--- src/rtl/serial_adder.sv ---
// Purpose : bit-serial WIDTH-bit adder; one full-add cell reused LSB->MSB, one bit per clock.
// Latency : WIDTH cycles from the accepted start edge to registered sum/cout and a done pulse.
// Backpr. : start is taken only while busy=0; start during busy is dropped, never queued.
//
// Ports:
//   clk, rst_n     - rising-edge clock, asynchronous active-low reset
//   start          - request, sampled only while busy=0
//   a, b, cin      - operands and carry-in, latched on an accepted start
//   busy           - high while an operation is in progress
//   done           - one-cycle pulse when sum/cout are updated
//   sum, cout      - registered result a + b + cin (cout = bit WIDTH)
module serial_adder #(
  parameter int WIDTH = 8
) (
  input  logic             clk,
  input  logic             rst_n,
  input  logic             start,
  input  logic [WIDTH-1:0] a,
  input  logic [WIDTH-1:0] b,
  input  logic             cin,
  output logic             busy,
  output logic             done,
  output logic [WIDTH-1:0] sum,
  output logic             cout
);

  localparam int CW = $clog2(WIDTH);
  localparam logic [CW-1:0] LAST_BIT = CW'(WIDTH - 1);

  typedef enum logic {
    S_IDLE = 1'b0,
    S_RUN  = 1'b1
  } state_t;

  state_t r_state;
  state_t w_state_nxt;

  logic [WIDTH-1:0] r_opa;
  logic [WIDTH-1:0] r_opb;
  logic [WIDTH-1:0] r_psum;
  logic [WIDTH-1:0] r_sum;
  logic [CW-1:0]    r_cnt;
  logic             r_carry;
  logic             r_cout;
  logic             r_done;

  logic w_ha1, w_c1, w_s, w_c2, w_carry_nxt;
  logic w_last;
  logic w_accept, w_step, w_finish;
  logic [WIDTH-1:0] w_psum_nxt;

  // Shared full-add cell: two half adders plus carry OR.
  assign w_ha1       = r_opa[0] ^ r_opb[0];
  assign w_c1        = r_opa[0] & r_opb[0];
  assign w_s         = w_ha1 ^ r_carry;
  assign w_c2        = w_ha1 & r_carry;
  assign w_carry_nxt = w_c1 | w_c2;

  // New bit enters at the MSB so after WIDTH shifts bit 0 sits at the LSB.
  assign w_psum_nxt  = {w_s, r_psum[WIDTH-1:1]};
  assign w_last      = (r_cnt == LAST_BIT);

  // State register
  always_ff @(posedge clk or negedge rst_n) begin
    if (!rst_n) begin
      r_state <= S_IDLE;
    end else begin
      r_state <= w_state_nxt;
    end
  end

  // Next-state logic
  always_comb begin
    w_state_nxt = r_state;
    case (r_state)
      S_IDLE: if (start)  w_state_nxt = S_RUN;
      S_RUN:  if (w_last) w_state_nxt = S_IDLE;
      default:            w_state_nxt = S_IDLE;
    endcase
  end

  // Control decode
  always_comb begin
    w_accept = 1'b0;
    w_step   = 1'b0;
    w_finish = 1'b0;
    case (r_state)
      S_IDLE: w_accept = start;
      S_RUN: begin
        w_step   = 1'b1;
        w_finish = w_last;
      end
      default: ;
    endcase
  end

  // Datapath: operand shifters, carry, counter, partial sum
  always_ff @(posedge clk or negedge rst_n) begin
    if (!rst_n) begin
      r_opa   <= '0;
      r_opb   <= '0;
      r_psum  <= '0;
      r_cnt   <= '0;
      r_carry <= 1'b0;
    end else if (w_accept) begin
      r_opa   <= a;
      r_opb   <= b;
      r_psum  <= '0;
      r_cnt   <= '0;
      r_carry <= cin;
    end else if (w_step) begin
      r_opa   <= {1'b0, r_opa[WIDTH-1:1]};
      r_opb   <= {1'b0, r_opb[WIDTH-1:1]};
      r_psum  <= w_psum_nxt;
      r_carry <= w_carry_nxt;
      // Counter stops at LAST_BIT; the FSM leaves RUN on that edge.
      if (!w_last) r_cnt <= r_cnt + CW'(1);
    end
  end

  // Result registers: updated only on the completion edge, held otherwise
  always_ff @(posedge clk or negedge rst_n) begin
    if (!rst_n) begin
      r_sum  <= '0;
      r_cout <= 1'b0;
      r_done <= 1'b0;
    end else begin
      r_done <= w_finish;
      if (w_finish) begin
        r_sum  <= w_psum_nxt;
        r_cout <= w_carry_nxt;
      end
    end
  end

  assign busy = (r_state == S_RUN);
  assign done = r_done;
  assign sum  = r_sum;
  assign cout = r_cout;

endmodule

--- config.mk ---
export PLATFORM = sky130hd
export DESIGN_NAME = serial_adder
export DESIGN_NICKNAME = d
export VERILOG_FILES = /design/src/rtl/serial_adder.sv
export SDC_FILE = /design/constraint.sdc
export NUM_CORES = 1
export LEC_CHECK = 0
export ABC_AREA = 1
export CAP_MARGIN = 20
export CELL_PAD_IN_SITES_DETAIL_PLACEMENT = 1
export CELL_PAD_IN_SITES_GLOBAL_PLACEMENT = 2
export CORE_MARGIN = 8
export CORE_UTILIZATION = 28
export CTS_CLUSTER_DIAMETER = 60
export DETAILED_ROUTE_END_ITERATION = 8
export GPL_TIMING_DRIVEN = 0
export PLACE_DENSITY = 0.84
export RECOVER_POWER = 50
export SLEW_MARGIN = 20
export SYNTH_ARGS = -nofsm -noshare
export SYNTH_HDL_FRONTEND = slang
export SYNTH_SLANG_ARGS = --single-unit
--- constraint.sdc ---
create_clock -name clk -period 1.2 [get_ports clk]
set_input_delay 0.3 -clock clk [delete_from_list [all_inputs] [get_ports clk]]
set_output_delay 0.3 -clock clk [all_outputs]
set_load 0.01 [all_outputs]
==> results of run 1 <==
[per-layer routing]
layer  routed length [um]  share of wire  track usage  vias to the layer above
met5                    0              0            0                        -
met3                  235          0.054       0.0369                        5
met4                   64          0.015       0.0403                        0
li1                     -              -            -                      664
met1                 2000           0.46        0.125                      665
met2                 2010           0.47        0.165                       25
[cell usage after synthesis, drive strengths merged]
| library cell | instances |
|---|---|
| buf | 9 |
| o21ai | 14 |
| nand3 | 35 |
| fa | 1 |
| dfrtp | 38 |
| nand2 | 64 |
| nor2 | 1 |
| ha | 2 |
| inv | 12 |
[stage by stage]
| stage | hold WS [ns] | total power [W] |
|---|---|---|
| final | 0.329 | 0.00548 |
| after global routing | 0.346 | 0.00592 |
| after CTS | 0.326 | 0.00542 |
| after detailed placement | 0.249 | 0.00411 |
| after global placement | 0.456 | 0.00401 |
| after floorplan | 0.00441 | 0.00332 |
[layout by cell type, fill, tap and decap left out, types with 2 or more instances in the layout]
master           count
nand2_1             57
o21ai_2              7
buf_8                4
clkdlybuf4s50_1     17
inv_1                9
nand2_2              5
clkbuf_8             5
inv_2                2
clkinv_2             2
buf_12               3
clkbuf_2             2
buf_2               12
buf_4                8
clkbuf_16            2
buf_6                4
dfrtp_1             38
o21ai_1              6
nand3_1             35
[cell families after synthesis]
| group | count (synthesis) | share of synthesized area |
|---|---|---|
| AND/OR/NAND/NOR | 100 | 0.265 |
| flip-flops | 38 | 0.569 |
| adder cells (fa/ha/maj) | 3 | 0.0269 |
| AO/OA/AOI/OAI | 14 | 0.0576 |
| buffers and inverters | 21 | 0.0816 |
[worst max-delay path by stage]
stage               cells past startpoint  slack [ns]        to
global placement                        1       -1.16  r_opb[1]
floorplan                               6        0.02    sum[3]
detailed placement                      6       -0.09      cout
finish                                  7       -0.08    sum[3]
CTS                                     7       -0.06    sum[0]
global route                            7       -0.13      cout
[final cells by class]
class                           instances  area (um2)
Multi-Input combinational cell        117         628
Tap cell                               75        93.8
Inverter                               12        47.5
Clock buffer                            5        68.8
Buffer                                  8        92.6
Timing Repair Buffer                   45         433
Fill cell                             658        3500
Clock inverter                          3        40.0
Sequential cell                        38         951
[where the power goes]
group	leakage (nW)	total (W)	internal, W	switching [W]
Sequential	0.489	0.00211	0.00181	0.000298
Clock	0.0579	0.00108	0.000612	0.000468
Combinational	0.605	0.00229	0.00108	0.00121
Total	1.15	0.00548	0.00351	0.00198
[worst max-delay path: cells and delay by family (launching register included)]
family / cells / cell delay [ns]
adders and majority gates: 2 / 0.37
buffers and inverters: 2 / 0.25
DFF: 1 / 0.38
AOI/OAI and AO/OA: 1 / 0.05
and+or+nand+nor: 2 / 0.13
[repair_timing]
item,in CTS,in global routing
endpoints found under the hold margin,14,0
resized for setup,51,11
hold buffers,1,0
endpoints found under the setup margin,24,34
setup buffers,10,2
pin swaps,3,3
gates cloned,1,2
[registers in the layout (all words and copies together), names as in the netlist]
| name | cells |
|---|---|
| r_cnt | 3 |
| r_opb | 8 |
| r_opa | 8 |
| r_psum | 7 |
| sum | 8 |
| done | 1 |
| busy | 1 |
| cout | 1 |
| r_carry | 1 |
==> metrics, run 1 <==
Synth Instances=176; 1st-iter DRT viols=45; maximum root-to-sink buffer count=2; via count=1359; diode count=0; share of layout cells above drive strength 1=0.276; Synth Warn #=0; initial antenna violation count=0; Mapped Avg Cell Area=9.50 um2; Final Non-Filler Cells=303; sequential-to-total area share from yosys stat=0.569; IO Pins=31; Die Y=93.3 um; Die X=93.3 um; Initial Util=0.286; clk sinks=38; Placed Cells=281; Max Clock Freq=780 MHz; Post-Route WL=4.32 mm; flops & latches, synth=38; Leak=1.15 nW; type of origin of the critical path=flip-flop; Setup CP Type=flip-flop to flip-flop; worst slew pin tran=0.416 ns; reg2reg end=sum[3]; area grow syn2layout=40.9%; critical path arrival=1.48 ns; RSZ-0062 raised after global routing=true; number of max-cap violations=0; Cell Area, Synth=1670 um2; Pwr Density=2330 nW/um2; global-route wire length before repair=7.13 mm; synth unique cells=14; vias in the first global route=1482; Core Util, Final=0.402; Slew Limit Fails=0; maximum vdd drop=0.750 mV; nets=250; top post-synthesis cells by area=dfrtp_1, nand2_1, nand3_1; critical path fanouts, max=5; htree depth=2; post-layout minimum cycle time=1.28 ns; Period Utilization, post-route=1.07; core area=5850 um2; Hold Path Class=input pin to flip-flop; Worst R2R Path Depth=7; Reg2Reg Setup Slack=-0.08 ns; crit path capture type=flip-flop; CTS Buf Count=5; hold path endpoint=r_opb[5]; total grt overflow=0; DRT Pass-1 Iters=4; Sum Neg Setup Slack=-0.334 ns; final hold viol count=0; Cell Area, Placed=2070 um2; GPL Wtd Cong=0.704; Root Driver=clkbuf_8; fin area=2350 um2; setup slack at placement=-0.0881 ns; Crit. Startpoint=r_cnt[0]; share of the synthesized area in the top cell type=0.569; Rows=28; Setup Viol. Count Final=5; Cells on Worst Hold Path=3; post-route ant nets=0; largest net degree at the start of global routing=25; Slew HR=0.723; Final HPWL DP=2.92 mm; largest area contributor in the netlist=dfrtp_1; Net Count, Synth=199; port bufs=29; vias per cell=4.49; status=complete, but fails checks; CTS tree=yes; die footprint=8700 um2; Clock transition at path regs=0.08 ns; failing checks=negative setup slack; GRT Total Usage=0.104; Worst-Skew Late Latency=0.29 ns; sequence of cells on the critical path=ha_2 > ha_4 > nand2_8 > buf_12 > buf_8 > nand2_2 > o21ai_2; DR WL/cell=14.3 um; HP Start=start; RR Startpoint=r_cnt[0]; worst path required time=1.39 ns; final setup margin=-0.0822 ns; Max stage delay on crit path=0.38 ns; DRC=0; Clock Skew=0.00698 ns; CP max stage cell=dfrtp_1
No activity file was read; power rests on OpenSTA's default activity.
==> run 2: changes to the inputs <==
--- a/config.mk
+++ b/config.mk
@@ -16,6 +16,7 @@
 export GPL_TIMING_DRIVEN = 0
 export PLACE_DENSITY = 0.84
 export RECOVER_POWER = 50
+export SETUP_SLACK_MARGIN = 0.05
 export SLEW_MARGIN = 20
 export SYNTH_ARGS = -nofsm -noshare
 export SYNTH_HDL_FRONTEND = slang
==> metrics, run 2 (synthesized netlist as in run 1, its figures left out) <==
status=complete, but fails checks (unchanged); failing checks=negative setup slack (unchanged); Crit. Startpoint=r_carry (was r_cnt[0]); area grow syn2layout=41.0% (was 40.9%); DRC=0 (unchanged); port bufs=29 (unchanged); worst slew pin tran=0.599 ns (was 0.416 ns); critical path fanouts, max=2 (was 5); htree depth=2 (unchanged); Die X=93.3 um (unchanged); CTS tree=yes (unchanged); Slew HR=0.601 (was 0.723); Hold Path Class=input pin to flip-flop (unchanged); total grt overflow=0 (unchanged); Leak=1.14 nW (was 1.15 nW); 1st-iter DRT viols=26 (was 45); diode count=0 (unchanged); Placed Cells=281 (unchanged); internal power=0.00343 W (was 0.00351 W); die footprint=8700 um2 (unchanged); largest net degree at the start of global routing=30 (was 25); Die Y=93.3 um (unchanged); switching share of power=0.370 (was 0.360); maximum root-to-sink buffer count=2 (unchanged); vias in the first global route=1478 (was 1482); post-route ant nets=0 (unchanged); share of layout cells above drive strength 1=0.328 (was 0.276); sequence of cells on the critical path=fa_2 > inv_2 > o21ai_2 (was ha_2 > ha_4 > nand2_8 > buf_12 > buf_8 > nand2_2 > o21ai_2); initial antenna violation count=0 (unchanged); DR WL/cell=13.7 um (was 14.3 um); overall power=0.00545 W (was 0.00548 W); Critical Path End=r_psum[7] (was sum[3]); Cell Area, Placed=2080 um2 (was 2070 um2); Reg power frac=0.389 (was 0.385); clk sinks=38 (unchanged); Worst R2R Path Depth=3 (was 7); switching power=0.00202 W (was 0.00198 W); Period Utilization, post-route=1.01 (was 1.07); Final Non-Filler Cells=304 (was 303); GPL Wtd Cong=0.703 (was 0.704); Pwr Density=2310 nW/um2 (was 2330 nW/um2); fin area=2360 um2 (was 2350 um2); CTS Buf Count=5 (unchanged); type of origin of the critical path=flip-flop (unchanged); Slew Limit Fails=0 (unchanged); GRT Total Usage=0.104 (about the same); via count=1360 (was 1359); DRT Pass-1 Iters=4 (unchanged); final hold viol count=0 (unchanged); Setup CP Type=flip-flop to flip-flop (unchanged); global-route wire length before repair=7.09 mm (was 7.13 mm); worst path required time=1.41 ns (was 1.39 ns); reg2reg end=r_psum[7] (was sum[3]); Hold WS=0.332 ns (was 0.329 ns); Crit path max-delay family=adder cells (was flip-flops); Rows=28 (unchanged); Setup Viol. Count Final=2 (was 5); vias per cell=4.47 (was 4.49); RSZ-0062 raised after global routing=true (unchanged); IO Pins=31 (unchanged); post-layout minimum cycle time=1.21 ns (was 1.28 ns); nets=251 (was 250); commonest non-fill, non-tap cells in the layout=nand2_1, dfrtp_1, nand3_1, clkdlybuf4s50_1, buf_2 (unchanged); Max Clock Freq=826 MHz (was 780 MHz); Clock Skew=0.00611 ns (was 0.00698 ns); number of max-cap violations=0 (unchanged); Combinational Power Share=0.446 (was 0.418); most common cell after layout, fill and taps aside=nand2_1 (unchanged); WP depth=3 (was 7); core area=5850 um2 (unchanged); CP max stage cell=fa_2 (was dfrtp_1); Post-Route WL=4.16 mm (was 4.32 mm); final setup margin=-0.0104 ns (was -0.0822 ns); Initial Util=0.286 (unchanged); Final HPWL DP=2.85 mm (was 2.92 mm); Clock transition at path regs=0.07 ns (was 0.08 ns); maximum vdd drop=0.768 mV (was 0.750 mV); Reg2Reg Setup Slack=-0.01 ns (was -0.08 ns); Root Driver=clkbuf_8 (unchanged); RR Startpoint=r_carry (was r_cnt[0]); WP buf/inv=1 (was 2); crit path capture type=flip-flop (unchanged); power share of the clock group=0.164 (was 0.197); Worst-Skew Late Latency=0.29 ns (about the same); Sum Neg Setup Slack=-0.0197 ns (was -0.334 ns); Max stage delay on crit path=0.58 ns (was 0.38 ns); critical path arrival=1.42 ns (was 1.48 ns)
## run 2: cell count changes in the layout (fill, tap and decap cells not counted), moves of 2 or more
cell and change:
clkbuf_2 -2, nand3_2 +3, clkbuf_1 +2, nand3_1 -3
clkbuf_16 -2, nand2_2 +4, buf_8 -2, buf_6 +4
buf_4 +3, nand2_4 +2, buf_12 -2, nand2_1 -6
inv_4 +2, inv_1 -2
## run 2: area by class of cell
type / count / area [um2]
multi-input combinational: 117 / 674
clock buffer: 7 / 86.3
clock inverter: 1 / 5.00
inverter: 12 / 52.6
sequential: 38 / 951
buffer: 9 / 92.6
timing repair buffer: 45 / 402
fill: 683 / 3490
tap: 75 / 93.8
## run 2: worst min-delay path: stages
cell	delay, ns
buf_6	0.13
nand3_1	0.08
nand3_1	0.06
## run 2: what timing repair did
action / CTS / global route
hold buffers: 1 / 0
pin swaps: 4 / 0
endpoints found under the setup margin: 24 / 22
setup buffers: 6 / 7
endpoints found under the hold margin: 9 / 0
cloned: 1 / 0
gates resized for setup: 67 / 12
## run 2: layer usage
metal	wire length (um)	track usage	vias up
li1	-	-	669
met3	215	0.0345	8
met1	1780	0.122	655
met4	61	0.0403	0
met2	2100	0.172	28
met5	0	0	-
## run 2: through the flow
stage / setup WS [ns] / utilization
2_1_floorplan: 0.0503 / -
3_3_place_gp: -1.14 / 0.352
5_1_grt: -0.0572 / 0.403
3_5_place_dp: -0.0791 / 0.355
6_report: -0.0104 / 0.403
4_1_cts: -0.00340 / 0.388
## run 2: power groups by stage
stage          Combinational [W]  Clock (W)  Sequential, W
2_1_floorplan            0.00117          0        0.00215
3_3_place_gp             0.00190          0        0.00210
3_5_place_dp             0.00197          0        0.00213
4_1_cts                  0.00218   0.000933        0.00212
5_1_grt                  0.00274    0.00101        0.00219
6_report                 0.00243   0.000896        0.00212
## run 2: worst min-delay path by stage
stage                     startpoint        to  cells after the start
after floorplan                rst_n      busy                      0
after global placement      r_opa[7]  r_opa[7]                      2
after detailed placement       rst_n    sum[5]                      1
after CTS                      start  r_opb[6]                      3
after global routing           start  r_opa[5]                      3
final                          start  r_opb[6]                      3
